$ cat src/rtl/vend_pkg.sv
// Shared types and constants for the vending transaction controller.
// Holds the FSM/selection encodings, coin values and default prices.
package vend_pkg;

    typedef enum logic [1:0] {
        ST_IDLE     = 2'd0,
        ST_COLLECT  = 2'd1,
        ST_DISPENSE = 2'd2,
        ST_REFUND   = 2'd3
    } state_e;

    typedef enum logic [1:0] {
        SEL_NONE = 2'd0,
        SEL_A    = 2'd1,
        SEL_B    = 2'd2
    } sel_e;

    localparam int COIN1_VAL  = 1;
    localparam int COIN5_VAL  = 5;
    localparam int PRICE2_DEF = 2;
    localparam int PRICE6_DEF = 6;

    // Value added by the coins present this cycle; both together add 6.
    function automatic logic [3:0] coin_value(input logic c1, input logic c5);
        logic [3:0] v1;
        logic [3:0] v5;
        v1 = c1 ? 4'(COIN1_VAL) : 4'd0;
        v5 = c5 ? 4'(COIN5_VAL) : 4'd0;
        return v1 + v5;
    endfunction

endpackage

$ cat src/rtl/vend_credit.sv
// Credit register: guarded add, price subtract and refund decrement.
// Never wraps; all compares are done one bit wider than the register.
module vend_credit
    import vend_pkg::*;
#(
    parameter int CREDIT_W   = 4,
    parameter int MAX_CREDIT = 15
) (
    input  logic                clk,
    input  logic                rst,
    input  logic                clr_i,
    input  logic                add_en_i,
    input  logic [CREDIT_W-1:0] add_val_i,
    input  logic                sub_en_i,
    input  logic [CREDIT_W-1:0] sub_val_i,
    input  logic                dec_en_i,
    output logic [CREDIT_W-1:0] credit_o,
    output logic                add_fits_o,
    output logic                covers_o,
    output logic                nonzero_o
);

    localparam logic [CREDIT_W:0]   MAX_W  = (CREDIT_W + 1)'(MAX_CREDIT);
    localparam logic [CREDIT_W-1:0] ZERO_C = {CREDIT_W{1'b0}};
    localparam logic [CREDIT_W-1:0] ONE_C  = {{(CREDIT_W-1){1'b0}}, 1'b1};

    logic [CREDIT_W-1:0] credit_q;
    logic [CREDIT_W-1:0] credit_d;
    logic [CREDIT_W:0]   sum_s;

    assign sum_s      = {1'b0, credit_q} + {1'b0, add_val_i};
    assign add_fits_o = (sum_s <= MAX_W);
    assign covers_o   = ({1'b0, credit_q} >= {1'b0, sub_val_i});
    assign nonzero_o  = (credit_q != ZERO_C);
    assign credit_o   = credit_q;

    // Next credit; each operation re-checks its own bound so nothing can wrap.
    always_comb begin
        credit_d = credit_q;
        if (clr_i) begin
            credit_d = ZERO_C;
        end else if (sub_en_i && covers_o) begin
            credit_d = credit_q - sub_val_i;
        end else if (dec_en_i && nonzero_o) begin
            credit_d = credit_q - ONE_C;
        end else if (add_en_i && add_fits_o) begin
            credit_d = sum_s[CREDIT_W-1:0];
        end else begin
            credit_d = credit_q;
        end
    end

    // Credit storage.
    always_ff @(posedge clk) begin
        if (rst) begin
            credit_q <= ZERO_C;
        end else begin
            credit_q <= credit_d;
        end
    end

endmodule

$ cat src/rtl/vend_ctrl.sv
// Vending transaction FSM: collects credit and a selection, dispenses on
// confirm and pays back remaining credit as 1-unit change pulses.
module vend_ctrl
    import vend_pkg::*;
#(
    parameter int PRICE2     = PRICE2_DEF,
    parameter int PRICE6     = PRICE6_DEF,
    parameter int CREDIT_W   = 4,
    parameter int MAX_CREDIT = 15
) (
    input  logic                clk,
    input  logic                rst,
    input  logic                coin1,
    input  logic                coin5,
    input  logic                sel2,
    input  logic                sel6,
    input  logic                sure,
    input  logic                cancel,
    output logic                get2,
    output logic                get6,
    output logic                change1,
    output logic                coin_rej,
    output logic                err,
    output logic                busy,
    output logic [CREDIT_W-1:0] credit
);

    localparam logic [CREDIT_W-1:0] ONE_C = {{(CREDIT_W-1){1'b0}}, 1'b1};

    state_e state_q, state_d;
    sel_e   sel_q, sel_d;
    logic   get2_q, get2_d;
    logic   get6_q, get6_d;
    logic   change1_q, change1_d;
    logic   coin_rej_q, coin_rej_d;
    logic   err_q, err_d;
    logic   busy_q, busy_d;

    logic                coin_any_s;
    logic [CREDIT_W-1:0] add_val_s;
    logic [CREDIT_W-1:0] price_s;
    logic [CREDIT_W-1:0] credit_s;
    logic                add_en_s, sub_en_s, dec_en_s, clr_s;
    logic                add_fits_s, covers_s, nonzero_s;

    assign coin_any_s = coin1 | coin5;
    assign add_val_s  = CREDIT_W'(coin_value(coin1, coin5));
    assign price_s    = (sel_q == SEL_B) ? CREDIT_W'(PRICE6) : CREDIT_W'(PRICE2);

    vend_credit #(
        .CREDIT_W   (CREDIT_W),
        .MAX_CREDIT (MAX_CREDIT)
    ) u_credit (
        .clk        (clk),
        .rst        (rst),
        .clr_i      (clr_s),
        .add_en_i   (add_en_s),
        .add_val_i  (add_val_s),
        .sub_en_i   (sub_en_s),
        .sub_val_i  (price_s),
        .dec_en_i   (dec_en_s),
        .credit_o   (credit_s),
        .add_fits_o (add_fits_s),
        .covers_o   (covers_s),
        .nonzero_o  (nonzero_s)
    );

    // Next-state decode; priority in IDLE/COLLECT is cancel > sure > sel > coins.
    always_comb begin
        state_d    = state_q;
        sel_d      = sel_q;
        add_en_s   = 1'b0;
        sub_en_s   = 1'b0;
        dec_en_s   = 1'b0;
        clr_s      = 1'b0;
        coin_rej_d = 1'b0;
        err_d      = 1'b0;
        case (state_q)
            ST_IDLE, ST_COLLECT: begin
                if (cancel) begin
                    sel_d      = SEL_NONE;
                    coin_rej_d = coin_any_s;
                    state_d    = nonzero_s ? ST_REFUND : ST_IDLE;
                end else if (sure) begin
                    coin_rej_d = coin_any_s;
                    if ((sel_q != SEL_NONE) && covers_s) begin
                        sub_en_s = 1'b1;
                        state_d  = ST_DISPENSE;
                    end else begin
                        err_d = 1'b1;
                    end
                end else begin
                    if (sel2 && !sel6) begin
                        sel_d = SEL_A;
                    end else if (sel6 && !sel2) begin
                        sel_d = SEL_B;
                    end else begin
                        sel_d = sel_q;
                    end
                    if (coin_any_s) begin
                        add_en_s   = add_fits_s;
                        coin_rej_d = !add_fits_s;
                    end else begin
                        add_en_s = 1'b0;
                    end
                    state_d = (add_en_s || nonzero_s || (sel_d != SEL_NONE)) ? ST_COLLECT : ST_IDLE;
                end
            end
            ST_DISPENSE: begin
                sel_d      = SEL_NONE;
                coin_rej_d = coin_any_s;
                state_d    = nonzero_s ? ST_REFUND : ST_IDLE;
            end
            ST_REFUND: begin
                coin_rej_d = coin_any_s;
                dec_en_s   = 1'b1;
                state_d    = (credit_s <= ONE_C) ? ST_IDLE : ST_REFUND;
            end
            default: begin
                state_d = ST_IDLE;
                sel_d   = SEL_NONE;
                clr_s   = 1'b1;
            end
        endcase
    end

    // Outputs describe the state being entered, so they line up with it.
    always_comb begin
        get2_d    = (state_d == ST_DISPENSE) && (sel_q == SEL_A);
        get6_d    = (state_d == ST_DISPENSE) && (sel_q == SEL_B);
        change1_d = (state_d == ST_REFUND);
        busy_d    = (state_d == ST_DISPENSE) || (state_d == ST_REFUND);
    end

    // FSM state, selection and registered outputs.
    always_ff @(posedge clk) begin
        if (rst) begin
            state_q    <= ST_IDLE;
            sel_q      <= SEL_NONE;
            get2_q     <= 1'b0;
            get6_q     <= 1'b0;
            change1_q  <= 1'b0;
            coin_rej_q <= 1'b0;
            err_q      <= 1'b0;
            busy_q     <= 1'b0;
        end else begin
            state_q    <= state_d;
            sel_q      <= sel_d;
            get2_q     <= get2_d;
            get6_q     <= get6_d;
            change1_q  <= change1_d;
            coin_rej_q <= coin_rej_d;
            err_q      <= err_d;
            busy_q     <= busy_d;
        end
    end

    assign get2     = get2_q;
    assign get6     = get6_q;
    assign change1  = change1_q;
    assign coin_rej = coin_rej_q;
    assign err      = err_q;
    assign busy     = busy_q;
    assign credit   = credit_s;

endmodule

$ cat config.mk
export PLATFORM = sky130hd
export DESIGN_NAME = vend_ctrl
export DESIGN_NICKNAME = d
export VERILOG_FILES = /design/src/rtl/vend_pkg.sv /design/src/rtl/vend_credit.sv /design/src/rtl/vend_ctrl.sv
export SDC_FILE = /design/constraint.sdc
export NUM_CORES = 1
export LEC_CHECK = 0
export ABC_AREA = 1
export ABC_CLOCK_PERIOD_IN_PS = 1960
export BUFFER_PORTS_ARGS = -buffer_cell sky130_fd_sc_hd__buf_2
export CELL_PAD_IN_SITES_DETAIL_PLACEMENT = 2
export CELL_PAD_IN_SITES_GLOBAL_PLACEMENT = 2
export CORE_MARGIN = 4
export CORE_UTILIZATION = 27
export CTS_CLUSTER_DIAMETER = 150
export CTS_CLUSTER_SIZE = 8
export DETAILED_ROUTE_END_ITERATION = 6
export MAX_ROUTING_LAYER = met4
export PLACE_DENSITY_LB_ADDON = 0.12
export SLEW_MARGIN = 10
export SYNTH_ARGS = -nofsm -noshare
export SYNTH_HDL_FRONTEND = slang
export SYNTH_HIERARCHICAL = 1
export SYNTH_SLANG_ARGS = --single-unit
export TNS_END_PERCENT = 30
$ cat constraint.sdc
create_clock -name clk -period 1.96 [get_ports clk]
set_input_delay 0.196 -clock clk [delete_from_list [all_inputs] [get_ports clk]]
set_output_delay 0.196 -clock clk [all_outputs]
set_load 0.02 [all_outputs]
* After elaboration in Yosys (flattened, before gate mapping)
Cells that the tools add are included.
Operators by class: $add $sub $neg 4, magnitude comparators 3, equality and inequality tests 8, multiplexer cells 38, bitwise operators 3, reduce and logical (&&, ||, !) cells 24
Operators with widths (count):
- two-way mux 2 bit | 12
- two-way mux 1 bit | 18
- two-way mux 4 bit | 3
- == test 2 bit, second input constant | 5
- logical AND 1 bit | 8
- two-way mux 3 bit | 2
- case mux 2 bit (3 select lines) | 1
- nonzero test 2 bit | 3
- adder 4 x 4 -> 5 bit | 1
- <= comparator 5 x 4 -> 1 bit, second input constant | 1
- adder 1 x 3 -> 4 bit | 1
- == test 2 x 1 -> 1 bit, second input constant | 2
- >= comparator 4 x 3 -> 1 bit | 1
- <= comparator 4 x 1 -> 1 bit, second input constant | 1
- case mux 2 bit (2 select lines) | 1
- nonzero test 4 bit | 1
- OR reduction 2 bit | 2
- OR reduction 4 bit | 1
- subtractor 4 x 1 -> 4 bit, second input constant | 1
- subtractor 4 x 3 -> 4 bit | 1
- zero test 1 bit | 3
- logical OR 1 bit | 3
- inequality test 3 bit, second input constant | 1
- nonzero test 3 bit | 1
- 5 further kinds | 6
Word-level totals: register bits after elaboration 14, output and inout bits 10

* Longest topological paths before layout
Gate-level depths: netlist (run 1).
depth in word-level cells 16, gate-level depth with buffers 16

* By module
Netlist (run 1), hierarchy kept.
By module, submodules not included:
- vend_credit | times used 1, cells an instance 101, area each 640.6 um^2, sequential area each 80.1 um^2
- vend_ctrl | times used 1, cells an instance 77, area each 518.0 um^2, sequential area each 200.2 um^2

* Worst setup path before layout (run 1)
No wires, ideal clock.
kind flip-flop to flip-flop, start point register u_credit.credit_q[1], in the netlist u_credit/credit_o[1], end point register u_credit.credit_q[3], in the netlist u_credit/credit_o[3], arrival time 2184 ps, required time 1843 ps, slack -341 ps, cell stages (with the launch flop) 13, period minus slack after synthesis 2301 ps, cells stage by stage dfxtp_1 -> inv_1 -> fa_1 -> nor2_2 -> nor2_2 -> nand2_2 -> o21ai_1 -> nor2_2 -> inv_1 -> a21oi_2 -> nor2_2 -> nor2_1 -> a21oi_1
On the way: elaborated cells on any way between the ends 25
RTL lines:
- from (decl) | RTL line vend_credit.sv:27 | logic [CREDIT_W-1:0] credit_q;
- from (signal assigned) | RTL line vend_credit.sv:58 | credit_q <= credit_d;
- >= comparator 4 x 3 -> 1 bit (*) | RTL line vend_credit.sv:33 | assign covers_o = ({1'b0, credit_q} >= {1'b0, sub_val_i});
- via covers_s | RTL line vend_ctrl.sv:44 | logic add_fits_s, covers_s, nonzero_s;
- logical AND 1 bit (*) | RTL line vend_ctrl.sv:86 | if ((sel_q != SEL_NONE) && covers_s) begin
- two-way mux 1 bit (*) | RTL line vend_ctrl.sv:86
- two-way mux 1 bit (*) | RTL line vend_ctrl.sv:84 | end else if (sure) begin
- two-way mux 1 bit (*) | RTL line vend_ctrl.sv:80 | if (cancel) begin
- two-way mux 1 bit (*) | RTL line vend_ctrl.sv:78 | case (state_q)
- via sub_en_s | RTL line vend_ctrl.sv:43 | logic add_en_s, sub_en_s, dec_en_s, clr_s;
- logical AND 1 bit (*) | RTL line vend_credit.sv:42 | end else if (sub_en_i && covers_o) begin
- nonzero test 3 bit (no source line) / two-way mux 4 bit (equally long branches)
The timed path passes the listed nets; every way through them passes the cells marked *. The select of a mux whose other input is x is not followed. A chain may end at the register's enable or synchronous reset.

* Worst setup path in the final report (run 1)
start point register sel_q[1], end point register u_credit.credit_q[3], in the netlist u_credit/credit_o[3]
On the way: longest elaborated chain between the ends 10, elaborated cells on any way between the ends 13
Ends and longest elaborated chain:
- from (decl) | RTL line vend_ctrl.sv:31 | sel_e sel_q, sel_d;
- from (signal assigned) | RTL line vend_ctrl.sv:148 | sel_q <= sel_d;
- == test 2 bit (*) | RTL line vend_ctrl.sv:48 | assign price_s = (sel_q == SEL_B) ? CREDIT_W'(PRICE6) : CREDIT_W'(PRICE2);
- two-way mux 3 bit (*) | RTL line vend_ctrl.sv:48
- via price_s[2] | RTL line vend_ctrl.sv:41 | logic [CREDIT_W-1:0] price_s;
- >= comparator 4 x 3 -> 1 bit (*) | RTL line vend_credit.sv:33
- via covers_s | RTL line vend_ctrl.sv:44
- logical AND 1 bit (*) | RTL line vend_ctrl.sv:86
- two-way mux 1 bit (*) | RTL line vend_ctrl.sv:86
- two-way mux 1 bit (*) | RTL line vend_ctrl.sv:84
- two-way mux 1 bit (*) | RTL line vend_ctrl.sv:80
- two-way mux 1 bit (*) | RTL line vend_ctrl.sv:78
- via sub_en_s | RTL line vend_ctrl.sv:43
- logical AND 1 bit (*) | RTL line vend_credit.sv:42
- nonzero test 3 bit (no source line) / two-way mux 4 bit (equally long branches)
The timed path passes the listed nets; every way through them passes the cells marked *.

==> qor.log, run 1 <==
qor: layout.multiInputGateArea 844.6 µm²
qor: setup_path.ff2ff_setup_slack -0.05 ns
qor: clock_tree.cts_buffers 3
qor: clock_tree.cts_hold_buf 0
qor: global_routing.grt_overflow_total 0
qor: setup_path.start_kind register
qor: synthesis.synth_area_per_cell 6.509 µm²
qor: setup_path.cp_cell_sequence inv_2, nor2_4, inv_2, ha_4, nand2_2, nor2_2, nor2_2, nand2_2, o21ai_2, nor2_2, inv_2, a21oi_4, nor2_4, nor2_2, a21oi_2
qor: setup_path.critical-path-slowest-cell dfxtp_2
qor: power.powerDensity 487.3 nW/µm²
qor: synthesis.compound_gate_fraction_of_synth_area 0.08207
qor: timing.final_max_slew_viol_count 0
qor: placement.buffer_ports.inserted 17
qor: timing.timing.fmax 496.7 MHz
qor: setup_path.r2r-start sel_q[1]$_SDFFE_PP0P_
qor: power.worst_ir_drop_on_vdd 251.9 µV
qor: floorplan.floorplan.rows 23
qor: layout.nNetsFinal 252
qor: synthesis.synth.mux.area_fraction 0
qor: floorplan.floorplan.initialDensity 0.2835
qor: timing.layout_worst_path_cycle_share 1.027
qor: clock_tree.max-clock-path-buffers 2
qor: timing.rsz0062_at_grt yes
qor: run_status.run_status complete, but fails checks
qor: global_routing.grt_usage 0.1633
qor: detailed_routing.drt_iter0_markers 22
qor: worst_hold_path.min_to state_q[1]$_SDFF_PP0_
qor: worst_hold_path.min_delay_path_depth 2
qor: setup_path.criticalPathCategory reg -> reg
qor: setup_path.worst_path_dominant_cell_family simple AND/OR/NAND/NOR gates
qor: run_status.violations setup timing
qor: synthesis.synthesis.yosys.warnings 6
qor: placement.dp_hpwl 3204 µm
qor: worst_hold_path.min_from rst
qor: timing.setup-violations-final 4
qor: timing.finalHoldViolCount 0
qor: layout.antenna-diode-count 0
qor: floorplan.design.die.area 5403 µm²
qor: floorplan.core-area 4086 µm²
qor: clock_tree.clkLatencyLatePin 0.24 ns
qor: power.leakage_power_summed_over_all_cells 0.9081 nW
qor: placement.gp_congestion 0.7659
qor: timing.worst_slew_margin_rel 0.6648
qor: synthesis.synth_top_cells_by_area dfxtp_1 24%, nand2_1 14%, ha_1 12%, inv_1 9.4%, nor2_1 6.5%
qor: floorplan.die_w 73.51 µm
qor: timing.finalHoldWorstSlack 0.2695 ns
qor: clock_tree.clk_pin_slew_worst_paths 0.06 ns
qor: setup_path.worst-endpoint-required 2.09 ns
qor: clock_tree.cts_tree done
qor: global_routing.grt_pass1_vias 1423
qor: detailed_routing.detail-route-antenna-nets 0
qor: timing.worst_slew_pin_slew 0.4990 ns
qor: clock_tree.cts_max_level 1
qor: synthesis.synth_top_cell_area_share 0.2419
qor: clock_tree.numClockSinks 14
qor: placement.pre_cts_ws -0.3192 ns
qor: timing.totalNegativeSetupSlack -0.1127 ns
qor: layout.synthToLayoutAreaGrowth 42.44%
qor: setup_path.crit-reg2reg-capture u_credit/credit_o[3]$_SDFFE_PP0P_
qor: detailed_routing.route.detailed.drc 0
qor: synthesis.synth_seq_cells 14
qor: detailed_routing.wirelength 4010 µm
qor: setup_path.cp_slowest_stage_delay 0.33 ns
qor: setup_path.critPathArrivalTime 2.15 ns
qor: setup_path.critical_path_peak_fanout 4
qor: synthesis.postSynthCellCount 178
qor: global_routing.maximum_number_of_pins_on_one_net_before_global_route_repair 10
qor: detailed_routing.drt-wirelength-per-cell 14.32 µm
qor: synthesis.synth_adder_area_share 0.1533
qor: setup_path.critical_path_buf_inv_count 3
qor: global_routing.number_of_antenna_violations_at_the_first_check_in_global_routing 0
qor: layout.sequential_cell_area 286.5 µm²
qor: layout.proportion_of_layout_cells_with_a_drive_suffix_above_1 0.3826
qor: synthesis.synth_seq_area_share 0.2419
qor: setup_path.critical_path.endpoint_type register
qor: layout.filler_instances 517
qor: global_routing.wire_length_of_the_first_global_routing_pass 6658 µm
qor: floorplan.die_height 73.51 µm
qor: synthesis.synth_xor_area_frac 0.01512
qor: synthesis.post_synth_and_or_nand_nor_area_fraction 0.4006
qor: synthesis.netlist-cell-type-count 26
qor: synthesis.main_combinational_cell_family_by_area_after_synthesis simple AND/OR/NAND/NOR gates
qor: timing.fin_skew 0.001185 ns
qor: detailed_routing.routed_via_count 1301
qor: floorplan.io_pins 18
qor: job.max-cap-violations 0
qor: worst_hold_path.min-delay-path-class in -> reg
qor: setup_path.critPathMostFrequentCell nor2_2
qor: synthesis.synth.cell_area 1159 µm²
qor: synthesis.netlist.top_cell.by_area dfxtp_1
qor: timing.worst_slack -0.05323 ns
qor: timing.period_needed 2.013 ns
qor: detailed_routing.dr_pass1_iterations 4
qor: layout.largest_register_ffs 4
qor: clock_tree.ctsRootBufferMaster clkbuf_8
qor: detailed_routing.post_drt_via_cell_ratio 4.646
qor: setup_path.ff2ff_path_depth 15
==> cell families after synthesis <==
kind of cell | count (synthesis)
buffers and inverters | 31
and+or+nand+nor | 98
other | 2
xor gates and xnor gates | 2
AOI/OAI and AO/OA | 18
DFF | 14
adders and majority gates | 13
==> cell usage in the layout (no fill, tap or decap), drive strengths merged <==
| cell type | count |
|---|---|
| a31oi | 1 |
| nand4 | 2 |
| inv | 30 |
| xnor2 | 1 |
| buf | 45 |
| or2 | 1 |
| dfxtp | 14 |
| conb | 6 |
| xor2 | 1 |
| nor2 | 28 |
| clkbuf | 4 |
| nand3 | 12 |
| fa | 2 |
| nand3b | 2 |
| nor3 | 1 |
| nor4 | 2 |
| nand2 | 49 |
| a21oi | 9 |
| and2 | 1 |
| o21ai | 8 |
| ha | 11 |
==> synthesized netlist by cell type (all sizes together) <==
| cell type | instances |
|---|---|
| nand3b | 2 |
| or2 | 1 |
| o21ai | 8 |
| a21oi | 9 |
| clkbuf | 1 |
| xor2 | 1 |
| ha | 11 |
| nor2 | 28 |
| nand2 | 49 |
| xnor2 | 1 |
| nand4 | 2 |
| conb | 2 |
| a31oi | 1 |
| and2 | 1 |
| inv | 30 |
| nand3 | 12 |
| nor4 | 2 |
| fa | 2 |
| nor3 | 1 |
| dfxtp | 14 |
==> report_power, final <==
part / internal (mW) / switching [mW] / leakage (nW)
clock network: 0.144 / 0.106 / 0.0228
logic: 0.104 / 0.145 / 0.770
registers: 0.295 / 0.0102 / 0.116
==> routing by layer <==
metal / vias up / GRT usage / routed length [µm]
met4: 0 / 0.03018 / 13
met3: 2 / 0.01642 / 67
li1: 656 / - / -
met1: 633 / 0.1868 / 1729
met2: 10 / 0.3061 / 2199
met5: - / - / 0
==> stage by stage <==
stage          cell area (µm²)  instances  power [mW]    util
6_report                  1650        280      0.8043  0.4039
5_1_grt                   1650        280      0.8678  0.4039
4_1_cts                   1563        272      0.8029  0.3824
3_5_place_dp              1471        265      0.5347  0.3601
3_3_place_gp              1471        265      0.5200  0.3601
2_1_floorplan             1200        182      0.4516       -
==> repair_timing <==
| action | 4_1_cts | 5_1_grt |
|---|---|---|
| setup buffers | 3 | 8 |
| setup endpoints to repair | 4 | 4 |
| gates resized for setup | 8 | 12 |
| pin swaps | 7 | 14 |
| endpoints found under the hold margin | 0 | 0 |
==> worst register-to-register path, stage by stage, from the launching register on <==
cell and delay [ns]:
dfxtp_2 0.33, inv_2 0.05, nor2_4 0.09, inv_2 0.05
ha_4 0.27, nand2_2 0.06, nor2_2 0.13, nor2_2 0.05
nand2_2 0.08, o21ai_2 0.08, nor2_2 0.18, inv_2 0.06
a21oi_4 0.20, nor2_4 0.08, nor2_2 0.13, a21oi_2 0.06
==> cell type report <==
class | instances | share of cell area
Sequential cell | 14 | 0.1736
Tap cell | 50 | 0.03791
Multi-Input combinational cell | 137 | 0.5118
Timing Repair Buffer | 45 | 0.1812
Clock buffer | 4 | 0.02729
Inverter | 30 | 0.06823
==> how the worst max path moves through the flow <==
stage | from | end | slack (ns) | cells after the start
finish | sel_q[1]$_SDFFE_PP0P_ | u_credit/credit_o[3]$_SDFFE_PP0P_ | -0.05 | 15
global route | sel_q[1]$_SDFFE_PP0P_ | u_credit/credit_o[3]$_SDFFE_PP0P_ | -0.20 | 15
CTS | coin5 | u_credit/credit_o[3]$_SDFFE_PP0P_ | 0.01 | 15
detailed placement | coin1 | u_credit/credit_o[0]$_SDFFE_PP0P_ | -0.32 | 15
global placement | coin1 | u_credit/credit_o[1]$_SDFFE_PP0P_ | -0.18 | 15
floorplan | sel_q[1]$_SDFFE_PP0P_ | u_credit/credit_o[3]$_SDFFE_PP0P_ | 0.004 | 15
Note: power is estimated with default switching activity, not from simulation.
==> inputs of run 2 (changes only) <==
--- a/config.mk
+++ b/config.mk
@@ -12,6 +12,7 @@
 export CELL_PAD_IN_SITES_GLOBAL_PLACEMENT = 2
 export CORE_MARGIN = 4
 export CORE_UTILIZATION = 27
+export CTS_BUF_LIST = sky130_fd_sc_hd__clkbuf_8 sky130_fd_sc_hd__clkbuf_16
 export CTS_CLUSTER_DIAMETER = 150
 export CTS_CLUSTER_SIZE = 8
 export DETAILED_ROUTE_END_ITERATION = 6
==> qor.log, run 2 (synthesis results as in run 1) <==
qor: run_status.run_status complete, but fails checks
qor: run_status.violations setup timing
qor: clock_tree.cts_tree done
qor: power.p_total 0.7994 mW
qor: clock_tree.cts_hold_buf 0
qor: timing.final_max_slew_viol_count 0
qor: timing.period_needed 2.013 ns
qor: global_routing.number_of_antenna_violations_at_the_first_check_in_global_routing 0
qor: clock_tree.max-clock-path-buffers 2
qor: layout.finish.cell_count_without_fillers 280
qor: layout.final_cell_area 1650 µm²
qor: setup_path.criticalPathCategory reg -> reg
qor: detailed_routing.wirelength 4010 µm
qor: floorplan.floorplan.initialDensity 0.2835
qor: timing.worst_slew_margin_rel 0.6648
qor: layout.sequential_cell_area 286.5 µm²
qor: layout.final_cell_mix 40 x nand2_1, 27 x buf_4, 25 x inv_1
qor: detailed_routing.route.detailed.drc 0
qor: placement.pre_cts_ws -0.3192 ns
qor: clock_tree.clkLatencyLatePin 0.24 ns
qor: placement.place.detailed.instances 265
qor: power.part_of_the_total_power_dissipated_in_sequential_elements 0.382
qor: setup_path.critical-path-slowest-cell dfxtp_2
qor: floorplan.io_pins 18
qor: setup_path.critical_path_peak_fanout 4
qor: setup_path.cp_cell_sequence inv_2, nor2_4, inv_2, ha_4, nand2_2, nor2_2, nor2_2, nand2_2, o21ai_2, nor2_2, inv_2, a21oi_4, nor2_4, nor2_2, a21oi_2
qor: layout.nNetsFinal 252
qor: layout.synthToLayoutAreaGrowth 42.44%
qor: timing.setup-violations-final 4
qor: job.max-cap-violations 0
qor: detailed_routing.routed_via_count 1300
qor: global_routing.grt_overflow_total 0
qor: power.powerDensity 484.4 nW/µm²
qor: detailed_routing.post_drt_via_cell_ratio 4.643
qor: power.net_switching_fraction_of_the_power 0.3269
qor: placement.gp_congestion 0.7659
qor: power.worst_ir_drop_on_vdd 252.3 µV
qor: layout.largest_register_ffs 4
qor: floorplan.core-area 4086 µm²
qor: setup_path.worst-endpoint-required 2.09 ns
qor: global_routing.wire_length_of_the_first_global_routing_pass 6658 µm
qor: clock_tree.cts_buffers 3
qor: detailed_routing.detail-route-antenna-nets 0
qor: setup_path.start_kind register
qor: timing.rsz0062_at_grt yes
qor: timing.fin_skew 0.0008595 ns
qor: timing.worst_slew_pin_slew 0.4990 ns
qor: clock_tree.numClockSinks 14
qor: layout.multiInputGateArea 844.6 µm²
qor: floorplan.die_w 73.51 µm
qor: global_routing.grt_pass1_vias 1423
qor: placement.buffer_ports.inserted 17
qor: detailed_routing.drt_iter0_markers 22
qor: timing.totalNegativeSetupSlack -0.1129 ns
qor: timing.timing.fmax 496.7 MHz
qor: floorplan.design.die.area 5403 µm²
qor: power.power_report.internal_total 0.5381 mW
qor: power.combPwrFrac 0.312
qor: timing.worst_slack -0.05328 ns
qor: power.power.clock.fraction 0.306
qor: setup_path.critPathArrivalTime 2.15 ns
qor: layout.proportion_of_layout_cells_with_a_drive_suffix_above_1 0.3826
qor: worst_hold_path.min-delay-path-class in -> reg
qor: power.leakage_power_summed_over_all_cells 0.9123 nW
qor: clock_tree.cts_max_level 1
qor: timing.finalHoldWorstSlack 0.2695 ns
qor: layout.utilization 0.4039
qor: layout.antenna-diode-count 0
qor: floorplan.floorplan.rows 23
qor: global_routing.grt_usage 0.1633
qor: clock_tree.ctsRootBufferMaster clkbuf_8
qor: timing.layout_worst_path_cycle_share 1.027
qor: setup_path.cp_slowest_stage_delay 0.33 ns
qor: setup_path.critical_path.endpoint_type register
qor: floorplan.die_height 73.51 µm
qor: placement.dp_hpwl 3204 µm
qor: placement.detailed_place.area 1471 µm²
qor: power.netSwitchingPower 0.2613 mW
qor: timing.finalHoldViolCount 0
qor: layout.most_frequent_standard_cell_in_the_layout_excluding_fill_and_tap_cells nand2_1
qor: setup_path.critPathMostFrequentCell nor2_2
qor: layout.filler_instances 517
qor: global_routing.maximum_number_of_pins_on_one_net_before_global_route_repair 10
qor: detailed_routing.dr_pass1_iterations 4
qor: clock_tree.clk_pin_slew_worst_paths 0.06 ns
qor: detailed_routing.drt-wirelength-per-cell 14.32 µm
run 2: changes by cell type in the layout (fill, tap and decap cells not counted), sizes merged:
cell,before,now
inv,30,31
clkbuf,4,3
run 2: routing by layer:
| metal | GRT usage | routed length [µm] | share of wire |
|---|---|---|---|
| met5 | - | 0 | 0 |
| met4 | 0.03018 | 13 | 0.0032 |
| met3 | 0.01642 | 67 | 0.017 |
| met2 | 0.3061 | 2200 | 0.55 |
| met1 | 0.1868 | 1729 | 0.43 |
run 2: worst max-delay path, delay by kind of cell, from the launching register on:
kind / cells / cell delay, ns
buf+inv: 3 / 0.16
fa+ha+maj: 1 / 0.27
flops: 1 / 0.33
simple gates: 8 / 0.79
compound gates: 3 / 0.34
run 2: layout make-up:
cell class | instances | share of cell area
inverter | 30 | 0.06823
multi-input combinational | 137 | 0.5118
clock inverter | 1 | 0.002274
sequential | 14 | 0.1736
tap | 50 | 0.03791
clock buffer | 3 | 0.02502
timing repair buffer | 45 | 0.1812
run 2: power by group through the flow:
stage	registers, mW	clock network, mW	logic (mW)
2_1_floorplan	0.320	0	0.132
5_1_grt	0.307	0.273	0.283
3_5_place_dp	0.311	0	0.224
6_report	0.306	0.245	0.249
3_3_place_gp	0.310	0	0.210
4_1_cts	0.305	0.258	0.234
run 2: repair_timing:
item                       CTS  global route
resized for setup            8            12
setup buffers                3             8
setup endpoints to repair    4             4
pin swaps                    7            14
run 2: worst paths after layout:
check / startpoint / end / slack, ns / depth (start not counted)
setup / recovery: sel_q[1]$_SDFFE_PP0P_ / u_credit/credit_o[3]$_SDFFE_PP0P_ / -0.05 / 15
hold reg to reg: sel_q[1]$_SDFFE_PP0P_ / get2$_SDFF_PP0_ / 0.63 / 3
setup reg to reg: sel_q[1]$_SDFFE_PP0P_ / u_credit/credit_o[3]$_SDFFE_PP0P_ / -0.05 / 15
hold / removal: rst / state_q[1]$_SDFF_PP0_ / 0.27 / 2
==> inputs of run 3 (changes only) <==
--- a/config.mk
+++ b/config.mk
@@ -13,11 +13,10 @@
 export CORE_MARGIN = 4
 export CORE_UTILIZATION = 27
 export CTS_BUF_LIST = sky130_fd_sc_hd__clkbuf_8 sky130_fd_sc_hd__clkbuf_16
-export CTS_CLUSTER_DIAMETER = 150
 export CTS_CLUSTER_SIZE = 8
 export DETAILED_ROUTE_END_ITERATION = 6
 export MAX_ROUTING_LAYER = met4
-export PLACE_DENSITY_LB_ADDON = 0.12
+export PLACE_DENSITY_LB_ADDON = 0.25
 export SLEW_MARGIN = 10
 export SYNTH_ARGS = -nofsm -noshare
 export SYNTH_HDL_FRONTEND = slang
==> qor.log, run 3 (synthesis results as in run 1) <==
qor: run_status.run_status complete, but fails checks
qor: run_status.violations setup timing
qor: power.part_of_the_total_power_dissipated_in_sequential_elements 0.374
qor: timing.final_max_slew_viol_count 0
qor: layout.proportion_of_layout_cells_with_a_drive_suffix_above_1 0.4211
qor: layout.final_cell_mix 40 x nand2_1, 25 x buf_4, 24 x inv_1
qor: global_routing.grt_usage 0.1818
qor: timing.timing.fmax 492.8 MHz
qor: floorplan.design.die.area 5403 µm²
qor: detailed_routing.wirelength 4425 µm
qor: worst_hold_path.min-delay-path-class in -> reg
qor: global_routing.grt_overflow_total 0
qor: power.powerDensity 487.4 nW/µm²
qor: setup_path.timing.critical_path.depth 16
qor: floorplan.die_w 73.51 µm
qor: timing.worst_slew_margin_rel 0.6479
qor: setup_path.criticalPathCategory reg -> reg
qor: setup_path.critPathMostFrequentCell nor2_2
qor: placement.place.detailed.instances 263
qor: clock_tree.ctsRootBufferMaster clkbuf_8
qor: detailed_routing.dr_pass1_iterations 4
qor: setup_path.critical_path_buf_inv_count 3
qor: setup_path.critical-path-slowest-cell dfxtp_2
qor: setup_path.ff2ff_path_depth 16
qor: placement.dp_hpwl 3252 µm
qor: clock_tree.max-clock-path-buffers 2
qor: placement.pre_cts_ws -0.3430 ns
qor: layout.antenna-diode-count 0
qor: power.netSwitchingPower 0.2735 mW
qor: timing.rsz0062_at_grt yes
qor: setup_path.critPathArrivalTime 2.21 ns
qor: floorplan.io_pins 18
qor: setup_path.worst-endpoint-required 2.14 ns
qor: floorplan.core-area 4086 µm²
qor: clock_tree.clk_pin_slew_worst_paths 0.06 ns
qor: setup_path.start_kind register
qor: timing.worst_slew_pin_slew 0.5241 ns
qor: layout.finish.cell_count_without_fillers 278
qor: power.combPwrFrac 0.321
qor: setup_path.cp_cell_sequence inv_2, nor2_4, inv_2, ha_4, nand2_2, nor2_2, nor2_2, nand2_2, o21ai_2, nor2_2, inv_2, a21oi_4, nand2_1, nand2_1, nor2_2, nor2_1
qor: placement.buffer_ports.inserted 17
qor: power.leakage_power_summed_over_all_cells 0.9039 nW
qor: detailed_routing.detail-route-antenna-nets 0
qor: timing.totalNegativeSetupSlack -0.2361 ns
qor: power.net_switching_fraction_of_the_power 0.3352
qor: timing.fin_skew 0.004739 ns
qor: clock_tree.cts_max_level 1
qor: global_routing.maximum_number_of_pins_on_one_net_before_global_route_repair 10
qor: floorplan.floorplan.initialDensity 0.2835
qor: clock_tree.cts_hold_buf 0
qor: global_routing.number_of_antenna_violations_at_the_first_check_in_global_routing 0
qor: detailed_routing.route.detailed.drc 0
qor: setup_path.ff2ff_setup_slack -0.07 ns
qor: detailed_routing.drt-wirelength-per-cell 15.92 µm
qor: layout.largest_register_ffs 4
qor: power.worst_ir_drop_on_vdd 193.6 µV
qor: clock_tree.cts_tree done
qor: layout.nNetsFinal 250
qor: layout.most_frequent_standard_cell_in_the_layout_excluding_fill_and_tap_cells nand2_1
qor: floorplan.floorplan.rows 23
qor: layout.synthToLayoutAreaGrowth 44.49%
qor: floorplan.die_height 73.51 µm
qor: timing.finalHoldViolCount 0
qor: setup_path.worst_path_dominant_cell_family simple AND/OR/NAND/NOR gates
qor: global_routing.wire_length_of_the_first_global_routing_pass 7155 µm
qor: clock_tree.clkLatencyLatePin 0.25 ns
qor: detailed_routing.routed_via_count 1322
qor: worst_hold_path.min_delay_path_depth 2
qor: timing.period_needed 2.029 ns
qor: timing.setup-violations-final 4
qor: detailed_routing.drt_iter0_markers 16
qor: timing.worst_slack -0.06908 ns
qor: power.power.clock.fraction 0.304
qor: job.max-cap-violations 0
qor: detailed_routing.post_drt_via_cell_ratio 4.755
qor: clock_tree.cts_buffers 3
qor: setup_path.critical_path.endpoint_type register
qor: global_routing.grt_pass1_vias 1474
qor: timing.layout_worst_path_cycle_share 1.035
qor: setup_path.critical_path_peak_fanout 4
qor: setup_path.cp_slowest_stage_delay 0.35 ns
qor: power.power_report.internal_total 0.5425 mW
qor: clock_tree.numClockSinks 14
qor: layout.filler_instances 497
qor: timing.finalHoldWorstSlack 0.2575 ns
qor: placement.gp_congestion 0.8024
run 3: per-stage QoR:
| step | utilization | instance area (µm²) | power, mW |
|---|---|---|---|
| after floorplan | - | 1200 | 0.4516 |
| after global placement | 0.3564 | 1456 | 0.5156 |
| after detailed placement | 0.3564 | 1456 | 0.5306 |
| after CTS | 0.3898 | 1593 | 0.8063 |
| after global routing | 0.4097 | 1674 | 0.8794 |
| final | 0.4097 | 1674 | 0.8160 |
run 3: path summary, 6_finish.rpt:
check / startpoint / end
setup / recovery: sel_q[1]$_SDFFE_PP0P_ / u_credit/credit_o[0]$_SDFFE_PP0P_
hold / removal: rst / sel_q[0]$_SDFFE_PP0P_
setup reg to reg: sel_q[1]$_SDFFE_PP0P_ / u_credit/credit_o[0]$_SDFFE_PP0P_
hold reg to reg: u_credit/credit_o[0]$_SDFFE_PP0P_ / u_credit/credit_o[0]$_SDFFE_PP0P_
run 3: routing by layer:
layer  global-route usage  part of all wire
met5                    -                 0
met4              0.05433             0.014
met3              0.02326             0.022
met2               0.3356              0.55
met1               0.2007              0.42
run 3: power by group through the flow:
stage / sequential, mW / clock (mW) / combinational, mW
final: 0.305 / 0.248 / 0.262
after global routing: 0.307 / 0.277 / 0.296
after CTS: 0.306 / 0.261 / 0.240
after detailed placement: 0.311 / 0 / 0.219
after global placement: 0.310 / 0 / 0.206
after floorplan: 0.320 / 0 / 0.132
run 3: area by class of cell:
class / count / area (µm²) / area share
Tap cell: 50 / 62.56 / 0.03737
Clock inverter: 1 / 3.754 / 0.002242
Multi-Input combinational cell: 137 / 877.1 / 0.5239
Clock buffer: 3 / 41.29 / 0.02466
Timing Repair Buffer: 43 / 284.0 / 0.1697
Inverter: 30 / 112.6 / 0.06726
Sequential cell: 14 / 292.8 / 0.1749
run 3: repair_timing:
action | CTS | global route
gates resized for setup | 20 | 12
pin swaps | 12 | 19
endpoints found under the setup margin | 4 | 4
cloned | 0 | 0
setup buffers | 5 | 6
run 3: worst register-to-register path, stage by stage (launching register included):
cell and delay, ns:
dfxtp_2 0.35, inv_2 0.06, nor2_4 0.08, inv_2 0.04
ha_4 0.27, nand2_2 0.05, nor2_2 0.15, nor2_2 0.07
nand2_2 0.09, o21ai_2 0.08, nor2_2 0.17, inv_2 0.07
a21oi_4 0.20, nand2_1 0.10, nand2_1 0.08, nor2_2 0.03
nor2_1 0.08
